<file path="config.mk">
export PLATFORM = sky130hd
export DESIGN_NAME = multicycle_sequencer
export DESIGN_NICKNAME = d
export VERILOG_FILES = /design/src/rtl/arm_lp_pkg.sv /design/src/rtl/mem_wait_timer.sv /design/src/rtl/multicycle_sequencer.sv
export SDC_FILE = /design/constraint.sdc
export NUM_CORES = 1
export LEC_CHECK = 0
export ABC_AREA = 1
export CAP_MARGIN = 40
export CORE_ASPECT_RATIO = 1.2
export CORE_MARGIN = 1.5
export CORE_UTILIZATION = 45
export DETAILED_ROUTE_END_ITERATION = 12
export PLACE_DENSITY = 0.77
export SKIP_CTS_REPAIR_TIMING = 1
export SYNTH_ARGS = -nofsm -noshare
export SYNTH_HDL_FRONTEND = slang
export SYNTH_HIERARCHICAL = 1
export SYNTH_SLANG_ARGS = --single-unit
</file>
<file path="constraint.sdc">
create_clock -name clock -period 2.9 [get_ports clock]
set_input_delay 0.58 -clock clock [delete_from_list [all_inputs] [get_ports clock]]
set_output_delay 0.58 -clock clock [all_outputs]
set_load 0.005 [all_outputs]
</file>
<file path="src/rtl/arm_lp_pkg.sv">
// Shared definitions for the ARM-LP multi-cycle sequencer: state encodings,
// default halt opcode and the sequential PC step.
package arm_lp_pkg;

    localparam logic [2:0] STATE_IDLE      = 3'd0;
    localparam logic [2:0] STATE_FETCH     = 3'd1;
    localparam logic [2:0] STATE_DECODE    = 3'd2;
    localparam logic [2:0] STATE_EXECUTE   = 3'd3;
    localparam logic [2:0] STATE_MEMORY    = 3'd4;
    localparam logic [2:0] STATE_WRITEBACK = 3'd5;
    localparam logic [2:0] STATE_HALT      = 3'd6;
    localparam logic [2:0] STATE_ERROR     = 3'd7;

    typedef enum logic [2:0] {
        IDLE      = STATE_IDLE,
        FETCH     = STATE_FETCH,
        DECODE    = STATE_DECODE,
        EXECUTE   = STATE_EXECUTE,
        MEMORY    = STATE_MEMORY,
        WRITEBACK = STATE_WRITEBACK,
        HALT      = STATE_HALT,
        ERROR     = STATE_ERROR
    } seqState_e;

    localparam logic [31:0] HALT_OPCODE_DEFAULT = 32'hFFFF_FFFF;
    localparam int unsigned PC_INCREMENT        = 4;
    localparam int unsigned WAIT_WIDTH          = 8;

    // Controller/ALU flags captured in EXECUTE for the rest of the instruction
    typedef struct packed {
        logic memWrite;
        logic regWrite;
        logic branch;
        logic uncondBranch;
        logic zero;
    } execFlags_t;

endpackage

</file>
<file path="src/rtl/mem_wait_timer.sv">
// Memory wait-cycle counter shared by FETCH and MEMORY; flags the last
// permitted wait cycle before a bus timeout.
module mem_wait_timer
    import arm_lp_pkg::*;
#(
    parameter int unsigned MEM_TIMEOUT = 15
) (
    input  logic clock,
    input  logic resetN,
    input  logic clear,
    input  logic enable,
    output logic timeout_c
);

    logic [WAIT_WIDTH-1:0] waitCount;

    always_ff @(posedge clock or negedge resetN) begin
        if (!resetN) begin
            waitCount <= '0;
        end else if (clear) begin
            waitCount <= '0;
        end else if (enable) begin
            waitCount <= waitCount + WAIT_WIDTH'(1);
        end
    end

    // High on the cycle whose missing ready would be the MEM_TIMEOUT-th miss
    assign timeout_c = (waitCount == WAIT_WIDTH'(MEM_TIMEOUT - 1));

endmodule

</file>
<file path="src/rtl/multicycle_sequencer.sv">
// Multi-cycle FETCH/DECODE/EXECUTE/MEMORY/WRITEBACK sequencer owning the PC
// and instruction register, with ready handshakes, timeout, halt and retire count.
module multicycle_sequencer
    import arm_lp_pkg::*;
#(
    parameter int unsigned             ADDR_WIDTH   = 32,
    parameter int unsigned             INSTR_WIDTH  = 32,
    parameter logic [ADDR_WIDTH-1:0]   RESET_VECTOR = '0,
    parameter int unsigned             MEM_TIMEOUT  = 15,
    parameter logic [INSTR_WIDTH-1:0]  HALT_OPCODE  = INSTR_WIDTH'(HALT_OPCODE_DEFAULT),
    parameter int unsigned             COUNT_WIDTH  = 16
) (
    input  logic                   clock,
    input  logic                   resetN,
    input  logic                   run,
    input  logic                   instrReady,
    input  logic [INSTR_WIDTH-1:0] instrData,
    input  logic                   dataReady,
    input  logic                   memReadFlag,
    input  logic                   memWriteFlag,
    input  logic                   regWriteFlag,
    input  logic                   branchFlag,
    input  logic                   unconditionalBranchFlag,
    input  logic                   zeroFlag,
    input  logic [ADDR_WIDTH-1:0]  pcOffset,
    output logic [ADDR_WIDTH-1:0]  pcOut,
    output logic [INSTR_WIDTH-1:0] irOut,
    output logic                   instrReq,
    output logic                   dataReq,
    output logic                   dataWrite,
    output logic                   aluEnable,
    output logic                   regWriteEnable,
    output logic [2:0]             stateOut,
    output logic                   halted,
    output logic                   busError,
    output logic [COUNT_WIDTH-1:0] retiredCount
);

    seqState_e             state;
    seqState_e             stateNext;
    execFlags_t            flagsLive;
    execFlags_t            flagsReg;
    execFlags_t            flagsUse;
    logic [ADDR_WIDTH-1:0] offsetReg;
    logic [ADDR_WIDTH-1:0] offsetUse;
    logic [ADDR_WIDTH-1:0] pcNext;
    logic                  branchTaken;
    logic                  retire;
    logic                  waitClear;
    logic                  waitEnable;
    logic                  timeout_c;

    assign flagsLive = '{memWrite:     memWriteFlag,
                         regWrite:     regWriteFlag,
                         branch:       branchFlag,
                         uncondBranch: unconditionalBranchFlag,
                         zero:         zeroFlag};

    mem_wait_timer #(
        .MEM_TIMEOUT(MEM_TIMEOUT)
    ) u_waitTimer (
        .clock     (clock),
        .resetN    (resetN),
        .clear     (waitClear),
        .enable    (waitEnable),
        .timeout_c (timeout_c)
    );

    // State register
    always_ff @(posedge clock or negedge resetN) begin
        if (!resetN) begin
            state <= IDLE;
        end else begin
            state <= stateNext;
        end
    end

    // Next-state, retire and wait-timer control
    always_comb begin
        stateNext  = state;
        retire     = 1'b0;
        waitClear  = 1'b1;
        waitEnable = 1'b0;
        unique case (state)
            IDLE: begin
                if (run) stateNext = FETCH;
            end
            FETCH: begin
                waitClear  = instrReady;
                waitEnable = !instrReady;
                if (instrReady)     stateNext = DECODE;
                else if (timeout_c) stateNext = ERROR;
            end
            DECODE: begin
                stateNext = (irOut == HALT_OPCODE) ? HALT : EXECUTE;
            end
            EXECUTE: begin
                if (memReadFlag || memWriteFlag) stateNext = MEMORY;
                else if (regWriteFlag)           stateNext = WRITEBACK;
                else                             retire    = 1'b1;
            end
            MEMORY: begin
                waitClear  = dataReady;
                waitEnable = !dataReady;
                if (dataReady) begin
                    if (flagsReg.regWrite) stateNext = WRITEBACK;
                    else                   retire    = 1'b1;
                end else if (timeout_c) begin
                    stateNext = ERROR;
                end
            end
            WRITEBACK: begin
                retire = 1'b1;
            end
            HALT, ERROR: begin
                stateNext = state;
            end
        endcase
        if (retire) stateNext = run ? FETCH : IDLE;
    end

    // Flags are live in EXECUTE (the capture cycle) and held afterwards
    always_comb begin
        flagsUse    = (state == EXECUTE) ? flagsLive : flagsReg;
        offsetUse   = (state == EXECUTE) ? pcOffset : offsetReg;
        branchTaken = flagsUse.uncondBranch | (flagsUse.branch & flagsUse.zero);
        pcNext      = pcOut + (branchTaken ? (offsetUse << 2)
                                           : ADDR_WIDTH'(PC_INCREMENT));
    end

    // PC, instruction register, captured flags and retire counter
    always_ff @(posedge clock or negedge resetN) begin
        if (!resetN) begin
            pcOut        <= RESET_VECTOR;
            irOut        <= '0;
            flagsReg     <= '0;
            offsetReg    <= '0;
            retiredCount <= '0;
        end else begin
            if (state == FETCH && instrReady) irOut <= instrData;
            if (state == EXECUTE) begin
                flagsReg  <= flagsLive;
                offsetReg <= pcOffset;
            end
            if (retire) begin
                pcOut <= pcNext;
                if (retiredCount != '1) retiredCount <= retiredCount + COUNT_WIDTH'(1);
            end
        end
    end

    // Strobes registered from the next state so they track state exactly
    always_ff @(posedge clock or negedge resetN) begin
        if (!resetN) begin
            instrReq       <= 1'b0;
            dataReq        <= 1'b0;
            dataWrite      <= 1'b0;
            aluEnable      <= 1'b0;
            regWriteEnable <= 1'b0;
            halted         <= 1'b0;
            busError       <= 1'b0;
        end else begin
            instrReq       <= (stateNext == FETCH);
            dataReq        <= (stateNext == MEMORY);
            dataWrite      <= (stateNext == MEMORY) && flagsUse.memWrite;
            aluEnable      <= (stateNext == EXECUTE);
            regWriteEnable <= (stateNext == WRITEBACK);
            halted         <= (stateNext == HALT);
            busError       <= (stateNext == ERROR);
        end
    end

    assign stateOut = state;

endmodule

</file>
==> results.ini, run 1 <==
[outcome]
status = completed

[timing]
tightest_slew_ns = 0.595
finalHoldViolations = 0
post-route-min-period_ns = 2.86
maxSlewHeadroom_pct = 60.3
final_number_of_max_transition_violations = 0
fmax_ghz = 0.350
setup_violations = 0
worst_slack_ns = 0.0442
rsz0062_at_grt = yes
post-route-period-util_pct = 98.5
worst_clock_skew_ns = 0.00678

[placed_design]
place.gp.congestion = 0.897
port-buffer-count = 160
placement.setup.worst_slack_ns = -0.433
place_hpwl_mm = 15.9
place_area_um2 = 10200

[global_route]
grt.overflow.total = 0
overall_global_routing_usage_pct = 23.8
first_pass_grt_wire_length_mm = 34.0
first_global_vias = 7413
antenna_found_initial = 1
grt_start_max_net_pins = 56

[setup_path]
crit_top_cell = sky130_fd_sc_hd__nand2_1
critical_path.cell_chain = clkdlybuf4s50_1, nand4_1, nand2_1, nand2_1, nand2_2, inv_4, clkbuf_16, nor2_1, ha_1, a21oi_1, o21bai_1, nand2_1, nand3b_1, xor2_1, a21bo_2
crit_path_end_kind = flop
worst_path_dominant_cell_family = simple AND/OR/NAND/NOR gates
critPathBufInv = 3
worstPathRequired_ns = 3.21
worst-endpoint-arrival_ns = 3.16
critPathMaxFanout = 12
worst-setup-path-type = input port to flop
worst_setup_path_start_kind = input port
critical-path-slowest-cell = sky130_fd_sc_hd__clkdlybuf4s50_1
crit_path_largest_cell_delay_ns = 0.45

[power]
power_density_nw_per_um2 = 1300
share_seq_of_total_power_pct = 22.2
design_power_total_uw = 14300
power.share.combinational_pct = 62.5
irDropWorstVdd_mv = 0.548
power.clock.fraction_pct = 15.4
leakage_uw = 0.00547
net_sw_share_pct = 42.4
internal_power_uw = 8260
p_switching_uw = 6090

[die]
floorplan.die.width_um = 123
core_area_um2 = 16900
floorplan.die_area_um2 = 18100
chipHeight_um = 147
initial_utilization_pct = 46.1
rows = 52
io_pins = 165

[layout]
layout.cells.most_common = sky130_fd_sc_hd__nand2_1
nets = 1374
drive_above_1_share_pct = 18.6
layout.cells.most_common_list = sky130_fd_sc_hd__nand2_1 (290), sky130_fd_sc_hd__clkdlybuf4s50_1 (158), sky130_fd_sc_hd__inv_1 (143)
fill_cells = 1414
final_cell_area_um2 = 11000
area.growth.synth_to_final_pct = 41.5

[cts]
htree_levels = 4
numClockSinks = 131
cts_inserted_buffers = 17
cts.clk_slew.worst_paths_ns = 0.06
cts_tree = done
ctsLongestPathBuffers = 2
clock-root-buffer = sky130_fd_sc_hd__clkbuf_16
insertion_delay_ns = 0.42

[synthesis]
synth_area_um2 = 7790
syn-instance-count = 1026
ys_types = 38
avgSynthCellArea_um2 = 7.60
synth-seq-area-share_pct = 42.1
yosys_warnings = 6
ys_ff_latch = 131

[detailed_routing]
drc = 0
drtPass1Iterations = 8
totalWireLength_mm = 21.5
via_count = 7538
drt-vias-per-instance = 5.04
drt.antenna.violating_nets = 0
number_of_drc_markers_in_iteration_0 = 497
wire_per_inst_um = 14.3

[min_path]
worst_hold_check_path_type = input port to asynchronous set/reset pin

[flow_run]
drv_cap = 0

-- worst paths after layout --
check	start	to	slack (ns)	depth (start not counted)
setup reg to reg	stateOut[2]$_DFF_PN0_	pcOut[13]$_DFFE_PN0P_	0.07	14
min in group clock	flagsReg[2]$_DFF_PN0_	flagsReg[2]$_DFF_PN0_	0.49	2
hold / removal	resetN	dataReq$_DFF_PN0_	0.17	1
setup / recovery	branchFlag	pcOut[13]$_DFFE_PN0P_	0.04	15
hold reg to reg	flagsReg[2]$_DFF_PN0_	flagsReg[2]$_DFF_PN0_	0.49	2
max in group asynchronous	resetN	pcOut[24]$_DFFE_PN0P_	1.97	2
-- power by group through the flow --
stage | logic [µW] | registers (µW) | clock network [µW]
after global routing | 9930 | 3270 | 2320
after global placement | 8050 | 3160 | 0
after detailed placement | 8210 | 3190 | 0
final | 8960 | 3180 | 2200
after floorplan | 4650 | 3110 | 0
after CTS | 8270 | 3170 | 2250
-- state kept, by name, indices dropped and copies added, names as in the netlist, 3 cells and up --
register / cells
flagsReg: 5
irOut: 32
offsetReg: 30
pcOut: 30
retiredCount: 16
stateOut: 3
u_waitTimer/waitCount: 8
-- cell usage after synthesis (all sizes together) --
master,number,area share (%)
nand2,309,15
inv,155,7.5
dfrtp,131,42
nor2,101,5.1
o21ai,65,4.2
nand3,54,4.0
a21oi,36,2.3
ha,32,5.1
mux2,32,4.6
buf,19,1.5
nor3,19,1.4
nand4,17,1.4
xor2,13,1.5
xnor2,11,1.2
nand3b,8,0.77
or2,7,0.56
and2,5,0.40
o21bai,5,0.48
o21a,2,0.19
a21bo,1,0.13
clkbuf,1,0.048
conb,1,0.048
fa,1,0.26
nor4,1,0.080
-- stage by stage --
step	util, %	TNS [ns]	hold slack (ns)	instances
after global placement	60.0	-7.50	0.453	1459
after floorplan	-	0	0.284	1027
after detailed placement	60.0	-8.01	0.459	1459
after global routing	65.2	-0.382	0.209	1496
final	65.2	0	0.172	1496
after CTS	63.6	0	0.179	1491
-- per-layer routing --
layer	track usage, %	up-vias	share of wire [%]
li1	-	3728	-
met1	27.9	3533	40
met2	43.0	229	52
met3	4.19	48	5.1
met4	8.62	0	2.9
met5	0	-	0
-- cell type report --
cell class | count | area (µm²) | share of cell area [%]
repair buffers | 240 | 2260 | 20.5
multi-input cells | 721 | 4010 | 36.4
clock buffers | 18 | 429 | 3.89
diodes | 1 | 2.50 | 0.0227
well taps | 216 | 270 | 2.45
flip-flops and latches | 131 | 3280 | 29.8
clock inverters | 14 | 179 | 1.62
inverters | 155 | 592 | 5.37
-- cell families after synthesis --
kind of cell,count (synthesis),share of synthesized area [%]
multiplexers,32,4.62
buffers and inverters,175,9.04
XOR/XNOR,24,2.70
AND/OR/NAND/NOR,521,28.8
other,1,0.0481
adder cells (fa/ha/maj),33,5.39
flip-flops,131,42.1
AO/OA/AOI/OAI,109,7.29
Note: power is estimated with default switching activity, not from simulation.
==> inputs of run 2 (changes only) <==
HOLD_SLACK_MARGIN = 0.1   (was not set)
==> results of run 2 <==
The final DEF is identical to that of run 1; final timing and power are the same.
==> inputs of run 3 (changes only) <==
SYNTH_HIERARCHICAL = not set   (was 1)
==> run 3 against run 2 <==
Effect of this change:
- power fell by 72%
- synthesized cell count stayed put
- clock power fell by 5%
- clock-buffer cell count unchanged
- combinational power fell by 98%
- area after synthesis shrank 0.50%
- die area fell by 0.49%
- first-iteration DRC count down 5.0%
- critical path type is now flop to flop
- largest cell class unchanged
==> results.ini, run 3 <==
[placed_design]
place_area_um2 = 10200  ; about the same
place_hpwl_mm = 16.3  ; was 15.9 mm
dp_cells = 1464  ; was 1,459
place.gp.congestion = 0.924  ; was 0.897
port-buffer-count = 160  ; unchanged

[synthesis]
synth_area_um2 = 7750  ; was 7790 µm²
ys_ff_latch = 131  ; unchanged
yosys.area.top_type_share_pct = 42.3  ; was 42.1%
post_synth_main_area_contributors = sky130_fd_sc_hd__dfrtp_1 (42%), sky130_fd_sc_hd__nand2_1 (15%), sky130_fd_sc_hd__inv_1 (7.7%)  ; was sky130_fd_sc_hd__dfrtp_1 (42%), sky130_fd_sc_hd__nand2_1 (15%), sky130_fd_sc_hd__inv_1 (6.9%)
avgSynthCellArea_um2 = 7.56  ; was 7.60 µm²
yosysTopAreaCell = sky130_fd_sc_hd__dfrtp_1  ; unchanged
yosys_most_used_dff = sky130_fd_sc_hd__dfrtp_1  ; unchanged
async_reset_ff_share_pct = 100  ; unchanged
count_of_flip_flops_with_a_built_in_enable_after_synthesis = 0  ; unchanged
yosys.cell_count.top_type = sky130_fd_sc_hd__nand2_1  ; unchanged
yosys_warnings = 0  ; was 6
synth-seq-area-share_pct = 42.3  ; was 42.1%
ys_types = 38  ; unchanged
most_numerous_cell_types_in_the_synthesized_netlist = sky130_fd_sc_hd__nand2_1 (301), sky130_fd_sc_hd__inv_1 (159), sky130_fd_sc_hd__dfrtp_1 (131)  ; was sky130_fd_sc_hd__nand2_1 (305), sky130_fd_sc_hd__inv_1 (143), sky130_fd_sc_hd__dfrtp_1 (131)
syn-instance-count = 1026  ; unchanged

[setup_path]
reg2reg_from = stateOut[2]$_DFF_PN0_  ; unchanged
critPathMaxFanout = 7  ; was 12
worst-setup-path-type = flop to flop  ; was input port to flop
r2r.worst_path.cells = 18  ; was 14
worst_setup_path_start_kind = flop  ; was input port
crit_path_end_kind = flop  ; unchanged
reg2reg_slack_ns = 0.08  ; was 0.07 ns
worstPathRequired_ns = 3.21  ; about the same
worst-endpoint-arrival_ns = 3.12  ; was 3.16 ns
r2r_end = pcOut[21]$_DFFE_PN0P_  ; was pcOut[13]$_DFFE_PN0P_
critical_path.startpoint = stateOut[2]$_DFF_PN0_  ; was branchFlag

[power]
power.clock.fraction_pct = 51.2  ; was 15.4%
internal_power_uw = 3130  ; was 8260 µW
net_sw_share_pct = 22.9  ; was 42.4%
irDropWorstVdd_mv = 0.372  ; was 0.548 mV
leakage_uw = 0.00598  ; was 0.00547 µW
share_seq_of_total_power_pct = 45.1  ; was 22.2%
p_switching_uw = 927  ; was 6090 µW
power.share.combinational_pct = 3.7  ; was 62.5%
power_density_nw_per_um2 = 363  ; was 1300 nW/µm²

[global_route]
first_global_vias = 7411  ; was 7,413
first_pass_grt_wire_length_mm = 34.5  ; was 34.0 mm
grt.overflow.total = 0  ; unchanged
overall_global_routing_usage_pct = 24.4  ; was 23.8%
grt_start_max_net_pins = 61  ; was 56
antenna_found_initial = 0  ; was 1

[timing]
finalHoldViolations = 0  ; unchanged
worst_clock_skew_ns = 0.00762  ; was 0.00678 ns
final_number_of_max_transition_violations = 0  ; unchanged
fmax_ghz = 0.355  ; was 0.350 GHz
hold-worst-slack_ns = 0.164  ; was 0.172 ns
maxSlewHeadroom_pct = 57.5  ; was 60.3%
setup_violations = 0  ; unchanged
post-route-period-util_pct = 97.1  ; was 98.5%
post-route-min-period_ns = 2.82  ; was 2.86 ns
tightest_slew_ns = 0.638  ; was 0.595 ns

[cts]
cts_tree = done  ; unchanged
clock-root-buffer = sky130_fd_sc_hd__clkbuf_16  ; unchanged
numClockSinks = 131  ; unchanged
ctsLongestPathBuffers = 2  ; unchanged
htree_levels = 4  ; unchanged
cts_inserted_buffers = 17  ; unchanged
insertion_delay_ns = 0.43  ; was 0.42 ns
cts.clk_slew.worst_paths_ns = 0.06  ; about the same

[die]
floorplan.die_area_um2 = 18000  ; was 18,100 µm²
io_pins = 165  ; unchanged
core_area_um2 = 16900  ; about the same
chipHeight_um = 147  ; about the same
floorplan.die.width_um = 123  ; about the same
initial_utilization_pct = 46.0  ; was 46.1%
rows = 52  ; unchanged

[detailed_routing]
via_count = 7566  ; was 7,538
drtPass1Iterations = 5  ; was 8
drt-vias-per-instance = 5.02  ; was 5.04
drt.antenna.violating_nets = 0  ; unchanged
number_of_drc_markers_in_iteration_0 = 472  ; was 497
totalWireLength_mm = 22.2  ; was 21.5 mm
wire_per_inst_um = 14.7  ; was 14.3 µm
drc = 0  ; unchanged

[layout]
layout.cells.most_common = sky130_fd_sc_hd__nand2_1  ; unchanged
area.growth.synth_to_final_pct = 44.0  ; was 41.5%
max_flop_register = irOut  ; unchanged
largest_reg_flops = 32  ; unchanged
fill_cells = 1368  ; was 1,414
drive_above_1_share_pct = 19.1  ; was 18.6%
reg.largest.list = irOut: 32 flops, offsetReg: 30 flops, pcOut: 30 flops  ; unchanged
nets = 1385  ; was 1,374
n_antenna_cell = 0  ; was 1
final_cell_area_um2 = 11200  ; was 11,000 µm²
layout.cells.most_common_list = sky130_fd_sc_hd__nand2_1 (277), sky130_fd_sc_hd__inv_1 (159), sky130_fd_sc_hd__clkdlybuf4s50_1 (159)  ; was sky130_fd_sc_hd__nand2_1 (290), sky130_fd_sc_hd__clkdlybuf4s50_1 (158), sky130_fd_sc_hd__inv_1 (143)
stdcell_count = 1506  ; was 1,496

[flow_run]
drv_cap = 0  ; unchanged

[min_path]
worst_hold_check_path_type = input port to asynchronous set/reset pin  ; unchanged

[outcome]
status = completed  ; unchanged

==> run 3: cell types whose count changed after synthesis, sizes merged, moves of 4 or more <==
cell | previous run | this run
nand2 | 309 | 304
nor3 | 19 | 14
nand3b | 8 | 1
nand4 | 17 | 25
a21oi | 36 | 40
nor2 | 101 | 95
inv | 155 | 163
==> run 3: area by class of cell <==
type | instances | area [µm²] | share of cell area, %
inverter | 163 | 622 | 5.57
clock buffer | 18 | 439 | 3.93
clock inverter | 14 | 129 | 1.15
tap | 216 | 270 | 2.42
timing repair buffer | 253 | 2390 | 21.4
multi-input combinational | 711 | 4040 | 36.1
sequential | 131 | 3280 | 29.4
==> run 3: worst max path at each step <==
stage | end | slack [ns] | cells past startpoint
after floorplan | pcOut[26]$_DFFE_PN0P_ | 0.18 | 17
after global placement | pcOut[30]$_DFFE_PN0P_ | -0.36 | 16
after detailed placement | pcOut[26]$_DFFE_PN0P_ | -0.41 | 16
after CTS | pcOut[26]$_DFFE_PN0P_ | -0.01 | 18
after global routing | pcOut[27]$_DFFE_PN0P_ | -0.08 | 18
final | pcOut[21]$_DFFE_PN0P_ | 0.08 | 18
==> run 3: logic make-up (layout without fill, tap and decap cells) <==
| family | after synthesis | in the layout | synth area share, % |
|---|---|---|---|
| AO/OA/AOI/OAI | 115 | 115 | 7.73 |
| XOR/XNOR | 25 | 25 | 2.82 |
| adder cells (fa/ha/maj) | 33 | 33 | 5.42 |
| buffers and inverters | 185 | 448 | 9.57 |
| flip-flops | 131 | 131 | 42.3 |
| multiplexers | 32 | 32 | 4.65 |
| other | 1 | 2 | 0.0484 |
| AND/OR/NAND/NOR | 504 | 504 | 27.5 |
==> run 3: routing by layer <==
layer	vias up	track usage [%]	wire length, µm	share of wire (%)
met3	31	5.28	1340	6.1
met2	221	45.3	11700	53
met1	3562	27.4	8740	39
li1	3752	-	-	-
met4	0	7.33	410	1.8
met5	-	0	0	0
==> run 3: power by group through the flow <==
stage,registers [µW],clock network [µW],logic [µW]
final,1830,2080,150
after global routing,1830,2200,165
after CTS,1830,2110,154
after detailed placement,1860,0,152
after global placement,1860,0,151
after floorplan,1860,0,11.3
==> run 3: worst max-delay path, stage by stage (launching register included) <==
cell and delay (ns):
sky130_fd_sc_hd__dfrtp_1 0.38, sky130_fd_sc_hd__inv_2 0.08, sky130_fd_sc_hd__nand3_4 0.15, sky130_fd_sc_hd__o21ai_2 0.24
sky130_fd_sc_hd__nand2_4 0.11, sky130_fd_sc_hd__inv_8 0.10, sky130_fd_sc_hd__buf_12 0.12, sky130_fd_sc_hd__nor2_1 0.05
sky130_fd_sc_hd__ha_1 0.39, sky130_fd_sc_hd__nand2_2 0.11, sky130_fd_sc_hd__inv_1 0.09, sky130_fd_sc_hd__nand2_1 0.09
sky130_fd_sc_hd__nor2_1 0.12, sky130_fd_sc_hd__buf_4 0.14, sky130_fd_sc_hd__nand4_1 0.16, sky130_fd_sc_hd__nand3_1 0.15
sky130_fd_sc_hd__nand2_1 0.06, sky130_fd_sc_hd__nand3_1 0.09, sky130_fd_sc_hd__nand2_1 0.06
==> run 3: per-stage QoR <==
| stage | utilization [%] | total power [µW] | TNS [ns] | setup WS [ns] |
|---|---|---|---|---|
| 2_1_floorplan | - | 1870 | 0 | 0.182 |
| 3_3_place_gp | 60.4 | 2010 | -7.25 | -0.364 |
| 3_5_place_dp | 60.4 | 2010 | -8.45 | -0.413 |
| 4_1_cts | 63.7 | 4090 | -0.0113 | -0.0113 |
| 5_1_grt | 66.3 | 4190 | -0.434 | -0.0770 |
| 6_report | 66.3 | 4050 | 0 | 0.0841 |
